### src/rtl/unidade_controle_sequenciador_if.sv
// Control/flag bundle between the memory-game control unit and its datapath.
// The master side is the control unit; the slave side is the datapath.
interface unidade_controle_sequenciador_if;
    logic       jogar;
    logic       jogada;
    logic       igual;
    logic       fim_sequencia;
    logic       fim_rodadas;
    logic       timeout;

    logic       zera_endereco;
    logic       conta_endereco;
    logic       zera_rodada;
    logic       conta_rodada;
    logic       zera_registrador;
    logic       registra_jogada;
    logic       zera_timer;
    logic       conta_timer;
    logic       mostra_leds;
    logic       pronto;
    logic       ganhou;
    logic       perdeu;
    logic       db_timeout;
    logic [3:0] db_estado;

    modport master (
        input  jogar, jogada, igual, fim_sequencia, fim_rodadas, timeout,
        output zera_endereco, conta_endereco, zera_rodada, conta_rodada,
               zera_registrador, registra_jogada, zera_timer, conta_timer,
               mostra_leds, pronto, ganhou, perdeu, db_timeout, db_estado
    );

    modport slave (
        output jogar, jogada, igual, fim_sequencia, fim_rodadas, timeout,
        input  zera_endereco, conta_endereco, zera_rodada, conta_rodada,
               zera_registrador, registra_jogada, zera_timer, conta_timer,
               mostra_leds, pronto, ganhou, perdeu, db_timeout, db_estado
    );
endinterface

### src/rtl/unidade_controle_sequenciador.sv
// Moore control unit for the memory game: replays the stored sequence with
// timed LED on/off windows, collects and checks moves, ends in win/lose/timeout.
module unidade_controle_sequenciador #(
    parameter int unsigned T_LED = 1000,
    parameter int unsigned T_GAP = 250,
    parameter int unsigned CNT_W = 12
) (
    input logic                            clock,
    input logic                            reset,
    unidade_controle_sequenciador_if.master bus
);

    typedef enum logic [3:0] {
        INICIAL        = 4'h0,
        PREPARACAO     = 4'h1,
        INICIA_RODADA  = 4'h2,
        MOSTRA_LED     = 4'h3,
        MOSTRA_APAGADO = 4'h4,
        PROXIMO_MOSTRA = 4'h5,
        LIMPA_RODADA   = 4'h6,
        ESPERA_JOGADA  = 4'h7,
        REGISTRA       = 4'h8,
        COMPARA        = 4'h9,
        PROXIMA_JOGADA = 4'hA,
        FIM_GANHOU     = 4'hB,
        FIM_PERDEU     = 4'hC,
        FIM_TIMEOUT    = 4'hD,
        PROXIMA_RODADA = 4'hE
    } estado_t;

    localparam logic [CNT_W-1:0] LED_ULTIMO = CNT_W'(T_LED - 1);
    localparam logic [CNT_W-1:0] GAP_ULTIMO = CNT_W'(T_GAP - 1);

    if (((64'd1 << CNT_W) <= 64'(T_LED)) || ((64'd1 << CNT_W) <= 64'(T_GAP))) begin : g_cnt_w_check
        $error("CNT_W too narrow for T_LED/T_GAP");
    end

    estado_t          estado;
    estado_t          estado_prox;
    logic [CNT_W-1:0] cnt;
    logic             conta_intervalo;
    logic             led_fim;
    logic             gap_fim;

    assign conta_intervalo = (estado == MOSTRA_LED) || (estado == MOSTRA_APAGADO);
    assign led_fim         = (cnt == LED_ULTIMO);
    assign gap_fim         = (cnt == GAP_ULTIMO);

    always_ff @(posedge clock or negedge reset) begin
        if (!reset) begin
            estado <= INICIAL;
        end else begin
            estado <= estado_prox;
        end
    end

    // Interval counter restarts on every state change so each window starts at 0.
    always_ff @(posedge clock or negedge reset) begin
        if (!reset) begin
            cnt <= '0;
        end else if (estado_prox != estado) begin
            cnt <= '0;
        end else if (conta_intervalo) begin
            cnt <= cnt + 1'b1;
        end
    end

    always_comb begin
        estado_prox = estado;
        unique case (estado)
            INICIAL:        if (bus.jogar) estado_prox = PREPARACAO;
            PREPARACAO:     estado_prox = INICIA_RODADA;
            INICIA_RODADA:  estado_prox = MOSTRA_LED;
            MOSTRA_LED:     if (led_fim) estado_prox = MOSTRA_APAGADO;
            MOSTRA_APAGADO: begin
                if (gap_fim) begin
                    estado_prox = bus.fim_sequencia ? LIMPA_RODADA : PROXIMO_MOSTRA;
                end
            end
            PROXIMO_MOSTRA: estado_prox = MOSTRA_LED;
            LIMPA_RODADA:   estado_prox = ESPERA_JOGADA;
            ESPERA_JOGADA: begin
                if (bus.jogada) begin
                    estado_prox = REGISTRA;
                end else if (bus.timeout) begin
                    estado_prox = FIM_TIMEOUT;
                end
            end
            REGISTRA:       estado_prox = COMPARA;
            COMPARA: begin
                if (!bus.igual) begin
                    estado_prox = FIM_PERDEU;
                end else if (!bus.fim_sequencia) begin
                    estado_prox = PROXIMA_JOGADA;
                end else if (bus.fim_rodadas) begin
                    estado_prox = FIM_GANHOU;
                end else begin
                    estado_prox = PROXIMA_RODADA;
                end
            end
            PROXIMA_JOGADA: estado_prox = ESPERA_JOGADA;
            PROXIMA_RODADA: estado_prox = INICIA_RODADA;
            FIM_GANHOU,
            FIM_PERDEU,
            FIM_TIMEOUT:    if (bus.jogar) estado_prox = PREPARACAO;
            default:        estado_prox = INICIAL;
        endcase
    end

    always_comb begin
        bus.zera_endereco    = 1'b0;
        bus.conta_endereco   = 1'b0;
        bus.zera_rodada      = 1'b0;
        bus.conta_rodada     = 1'b0;
        bus.zera_registrador = 1'b0;
        bus.registra_jogada  = 1'b0;
        bus.zera_timer       = 1'b0;
        bus.conta_timer      = 1'b0;
        bus.mostra_leds      = 1'b0;
        bus.pronto           = 1'b0;
        bus.ganhou           = 1'b0;
        bus.perdeu           = 1'b0;
        bus.db_timeout       = 1'b0;
        unique case (estado)
            PREPARACAO: begin
                bus.zera_endereco    = 1'b1;
                bus.zera_rodada      = 1'b1;
                bus.zera_registrador = 1'b1;
                bus.zera_timer       = 1'b1;
            end
            INICIA_RODADA: begin
                bus.zera_endereco = 1'b1;
                bus.zera_timer    = 1'b1;
            end
            MOSTRA_LED:     bus.mostra_leds = 1'b1;
            PROXIMO_MOSTRA: bus.conta_endereco = 1'b1;
            LIMPA_RODADA: begin
                bus.zera_endereco    = 1'b1;
                bus.zera_timer       = 1'b1;
                bus.zera_registrador = 1'b1;
            end
            ESPERA_JOGADA:  bus.conta_timer = 1'b1;
            REGISTRA:       bus.registra_jogada = 1'b1;
            PROXIMA_JOGADA: begin
                bus.conta_endereco = 1'b1;
                bus.zera_timer     = 1'b1;
            end
            PROXIMA_RODADA: bus.conta_rodada = 1'b1;
            FIM_GANHOU: begin
                bus.pronto = 1'b1;
                bus.ganhou = 1'b1;
            end
            FIM_PERDEU: begin
                bus.pronto = 1'b1;
                bus.perdeu = 1'b1;
            end
            FIM_TIMEOUT: begin
                bus.pronto     = 1'b1;
                bus.perdeu     = 1'b1;
                bus.db_timeout = 1'b1;
            end
            default: ;
        endcase
    end

    assign bus.db_estado = estado;

endmodule

### src/flat_wrapper.sv
// flat-port wrapper written by rule: the top's interface ports become plain ports
module unidade_controle_sequenciador_flat 
#(
    parameter int unsigned T_LED = 1000,
    parameter int unsigned T_GAP = 250,
    parameter int unsigned CNT_W = 12
)
  (clock, reset, bus_jogar, bus_jogada, bus_igual, bus_fim_sequencia, bus_fim_rodadas, bus_timeout, bus_zera_endereco, bus_conta_endereco, bus_zera_rodada, bus_conta_rodada, bus_zera_registrador, bus_registra_jogada, bus_zera_timer, bus_conta_timer, bus_mostra_leds, bus_pronto, bus_ganhou, bus_perdeu, bus_db_timeout, bus_db_estado);
  unidade_controle_sequenciador_if bus_i ();
  input logic clock;
  input logic reset;
  input wire logic [$bits(bus_i.jogar)-1:0] bus_jogar;
  input wire logic [$bits(bus_i.jogada)-1:0] bus_jogada;
  input wire logic [$bits(bus_i.igual)-1:0] bus_igual;
  input wire logic [$bits(bus_i.fim_sequencia)-1:0] bus_fim_sequencia;
  input wire logic [$bits(bus_i.fim_rodadas)-1:0] bus_fim_rodadas;
  input wire logic [$bits(bus_i.timeout)-1:0] bus_timeout;
  output wire logic [$bits(bus_i.zera_endereco)-1:0] bus_zera_endereco;
  output wire logic [$bits(bus_i.conta_endereco)-1:0] bus_conta_endereco;
  output wire logic [$bits(bus_i.zera_rodada)-1:0] bus_zera_rodada;
  output wire logic [$bits(bus_i.conta_rodada)-1:0] bus_conta_rodada;
  output wire logic [$bits(bus_i.zera_registrador)-1:0] bus_zera_registrador;
  output wire logic [$bits(bus_i.registra_jogada)-1:0] bus_registra_jogada;
  output wire logic [$bits(bus_i.zera_timer)-1:0] bus_zera_timer;
  output wire logic [$bits(bus_i.conta_timer)-1:0] bus_conta_timer;
  output wire logic [$bits(bus_i.mostra_leds)-1:0] bus_mostra_leds;
  output wire logic [$bits(bus_i.pronto)-1:0] bus_pronto;
  output wire logic [$bits(bus_i.ganhou)-1:0] bus_ganhou;
  output wire logic [$bits(bus_i.perdeu)-1:0] bus_perdeu;
  output wire logic [$bits(bus_i.db_timeout)-1:0] bus_db_timeout;
  output wire logic [$bits(bus_i.db_estado)-1:0] bus_db_estado;
  assign bus_i.jogar = bus_jogar;
  assign bus_i.jogada = bus_jogada;
  assign bus_i.igual = bus_igual;
  assign bus_i.fim_sequencia = bus_fim_sequencia;
  assign bus_i.fim_rodadas = bus_fim_rodadas;
  assign bus_i.timeout = bus_timeout;
  assign bus_zera_endereco = bus_i.zera_endereco;
  assign bus_conta_endereco = bus_i.conta_endereco;
  assign bus_zera_rodada = bus_i.zera_rodada;
  assign bus_conta_rodada = bus_i.conta_rodada;
  assign bus_zera_registrador = bus_i.zera_registrador;
  assign bus_registra_jogada = bus_i.registra_jogada;
  assign bus_zera_timer = bus_i.zera_timer;
  assign bus_conta_timer = bus_i.conta_timer;
  assign bus_mostra_leds = bus_i.mostra_leds;
  assign bus_pronto = bus_i.pronto;
  assign bus_ganhou = bus_i.ganhou;
  assign bus_perdeu = bus_i.perdeu;
  assign bus_db_timeout = bus_i.db_timeout;
  assign bus_db_estado = bus_i.db_estado;
  unidade_controle_sequenciador #(.T_LED(T_LED), .T_GAP(T_GAP), .CNT_W(CNT_W)) u_core (.clock(clock), .reset(reset), .bus(bus_i));
endmodule
### config.mk
export PLATFORM = sky130hd
export DESIGN_NAME = unidade_controle_sequenciador_flat
export DESIGN_NICKNAME = d
export VERILOG_FILES = /design/src/rtl/unidade_controle_sequenciador_if.sv /design/src/rtl/unidade_controle_sequenciador.sv /design/src/flat_wrapper.sv
export SDC_FILE = /design/constraint.sdc
export NUM_CORES = 1
export LEC_CHECK = 0
export BUFFER_PORTS_ARGS = -buffer_cell sky130_fd_sc_hd__buf_2
export CORE_AREA = 4 4 55 57
export DETAILED_ROUTE_END_ITERATION = 10
export DIE_AREA = 0 0 59 61
export GPL_TIMING_DRIVEN = 0
export PLACE_DENSITY = 0.77
export SYNTH_ARGS = -nofsm -noshare
export SYNTH_HDL_FRONTEND = slang
export SYNTH_SLANG_ARGS = --single-unit
### constraint.sdc
create_clock -name clock -period 2.1 [get_ports clock]
set_input_delay 0.21 -clock clock [delete_from_list [all_inputs] [get_ports clock]]
set_output_delay 0.21 -clock clock [all_outputs]
set_load 0.01 [all_outputs]
==> results.yml <==
critical_path:
  worst_r2r_endpoint: "u_core.cnt[6]$_DFFE_PN0P_"
  cp-start-kind: "flop"
  timing.reg2reg.setup_slack_ns: 0.1
  worst-endpoint-arrival_ns: 2.18
  critPathLaunch: "u_core.bus.db_estado[3]$_DFF_PN0_"
  worstSetupEndpoint: "u_core.cnt[6]$_DFFE_PN0P_"
  end_kind: "flop"
  timing.critical_path.required_ns: 2.27
  r2r.worst_path.cells: 7
  beginning_of_the_worst_register_to_register_path: "u_core.bus.db_estado[3]$_DFF_PN0_"
  worst-path-max-fanout: 10
  criticalPathCategory: "flop to flop"
placement:
  hpwl_mm: 2.43
  globalplace.congestion: 0.949
  port_buffers: 23
synth:
  yosys_most_used_dff: "dfrtp_1"
  synth-simple-area-share: 0.381
  post_synth_fa_ha_maj_area_fraction: 0.0185
  yosys_register_bits: 16
  async_reset_ff_frac: 1.00
  synth_net_count: 164
  synth_top_family_by_area: "simple AND/OR/NAND/NOR gates"
  mappedNetlistArea_sq_mm: 0.00136
  netlist_instances: 154
  ys.warnings.count: 0
  synth_mux_area_frac: 0.00738
  seq_area_frac_synth: 0.295
  synth_compound_area_frac: 0.155
  yosysUniqueCellTypes: 48
  synth_edf_count: 0
  post_synth_xor_area_fraction: 0.0710
  synth_area_per_cell_sq_um: 8.81
finish:
  post_route_cells_drive_above_1_share: 0.330
  layout.core_utilization: 0.635
  fin_nets: 194
  syn_to_final_growth_pct: 16.0
  most-common-layout-cells: "buf_2, nor2_1, dfrtp_1, nand2_1, nor3_2"
  n_antenna_cell: 0
  layout.cells.most_common: "buf_2"
global_route:
  first_global_vias: 1179
  antenna_violations_before_repair: 0
  gr-usage-all-layers: 0.198
  grt_max_degree: 17
  wire_length_of_the_first_global_routing_pass_mm: 5.41
  grt_remaining_overflow: 0
detailed_routing:
  m1WireLength_mm: 1.41
  dr.max_layer_used: "met4"
  dr_wl_met2_mm: 1.62
  post-route-drc-count: 0
  detail_route.vias_per_cell: 5.85
  detailedRoute.firstIterationViolations: 76
  antenna_left: 0
  wl_met3_um: 177
  wl_mm: 3.23
  vias: 1240
  post_drt_wl_per_cell_um: 15.3
  dr.pass1.iters: 4
power:
  power_per_cell_area_mw_per_mm2: 1250
  power.ir.vdd_worst_mv: 1.29
  cellLeakagePower_nw: 0.693
die:
  floorplan.die_area_sq_mm: 0.00360
  core_sq_mm: 0.00248
  fp.dieH_um: 61
  num_rows: 18
  top_level_ports: 25
  die_width_um: 59
  effective_utilization_at_floorplan: 0.547
cts:
  cts-htree-levels: 1
  clockRootBuffer: "clkbuf_4"
  cts_sinks: 16
  cts_buffers: 3
  tritoncts: "built"
  insertion_delay_ns: 0.29
  path_clk_slew_ns: 0.09
  ctsLongestPathBuffers: 2
timing:
  layout_min_cycle_time_ns: 2.00
  worst_max_slew_pin_slew_ns: 0.408
  max_freq_mhz: 499
  timing_hold_violations_final: 0
  fin_worst_skew_ns: 0.00787
  timing.max_slew.rel_slack: 0.728
  final-max-slew-violation-count: 0
  fin_hold_ws_ns: 0.244
  setup_viol: 0
  min_period_over_period: 0.955
min_path:
  timing.hold.worst.class: "primary input to flop"
job:
  drv.max_cap_violation_count: 0
run_status:
  outcome: "finished clean"
## where the power goes
part	total [mW]	internal [mW]	leakage, nW	switching, mW
combinational	1.39	0.566	0.469	0.826
clock	0.158	0.0666	0.0138	0.0917
sequential	0.422	0.367	0.211	0.0553
## per-stage QoR
step	TNS (ns)	std cells	instance area, sq um	setup slack [ns]	power [mW]
global route	-0.0626	212	1570	-0.0183	2.14
global placement	-0.0290	207	1510	-0.00472	1.75
floorplan	0	154	1360	0.279	1.45
detailed placement	-0.0514	207	1510	-0.0115	1.79
CTS	0	211	1550	0.0281	1.96
finish	0	212	1570	0.0950	1.97
## critical path, stage by stage, from the launching register on
cell and delay (ns):
dfrtp_1 0.35, buf_4 0.16, nand2b_1 0.28, a21oi_2 0.11, nor4b_4 0.34, mux2i_2 0.37
buf_6 0.22, nor3_2 0.06
## flip-flops by register name, indices dropped and copies added, names as in the netlist
name and flops:
u_core.cnt 12, u_core.bus.db_estado 4
## kinds of logic after synthesis
| kind of cell | after synthesis |
|---|---|
| muxes | 1 |
| AOI/OAI and AO/OA | 32 |
| DFF | 16 |
| and+or+nand+nor | 77 |
| buffers and inverters | 15 |
| xor gates and xnor gates | 11 |
| adders and majority gates | 2 |
## final cells by class
| type | instances | area [sq um] |
|---|---|---|
| plain buffers | 12 | 87.6 |
| fillers | 217 | 905 |
| inverters | 3 | 11.3 |
| multi-input cells | 123 | 880 |
| repair buffers | 25 | 133 |
| clock buffers | 3 | 22.5 |
| well taps | 30 | 37.5 |
| flip-flops and latches | 16 | 402 |
## routing by layer
| layer | vias to the layer above | GRT usage |
|---|---|---|
| li1 | 610 | - |
| met4 | 0 | 0.0777 |
| met5 | - | 0 |
| met2 | 35 | 0.330 |
| met3 | 2 | 0.0362 |
| met1 | 593 | 0.256 |
## synth_stat cells, types with 4 or more instances
cell type / instances / area [sq um]
nor3_1: 5 / 25.0
buf_4: 4 / 30.0
nand2b_1: 5 / 31.3
xnor2_1: 4 / 35.0
clkbuf_1: 4 / 15.0
o21ai_0: 9 / 45.0
nor2_1: 17 / 63.8
xor2_1: 7 / 61.3
dfrtp_1: 16 / 400
a21oi_1: 8 / 40.0
nand3_1: 5 / 25.0
nor3_2: 10 / 100
nand2_1: 10 / 37.5
## worst min-delay path by stage
stage,start,to,cells after the start
floorplan,reset,u_core.bus.db_estado[0]$_DFF_PN0_,0
global placement,reset,u_core.cnt[1]$_DFFE_PN0P_,1
detailed placement,reset,u_core.cnt[1]$_DFFE_PN0P_,1
CTS,bus_fim_sequencia,u_core.bus.db_estado[1]$_DFF_PN0_,3
global route,bus_fim_sequencia,u_core.bus.db_estado[1]$_DFF_PN0_,3
finish,bus_fim_sequencia,u_core.bus.db_estado[1]$_DFF_PN0_,3
## what timing repair did
| item | CTS | global route |
|---|---|---|
| setup endpoints to repair | 7 | 14 |
| pin swaps | 0 | 1 |
| endpoints found under the hold margin | 16 | 0 |
| setup buffers | 0 | 1 |
| gates resized for setup | 1 | 6 |
| hold buffers | 1 | 0 |
No activity file was read; power rests on OpenSTA's default activity.
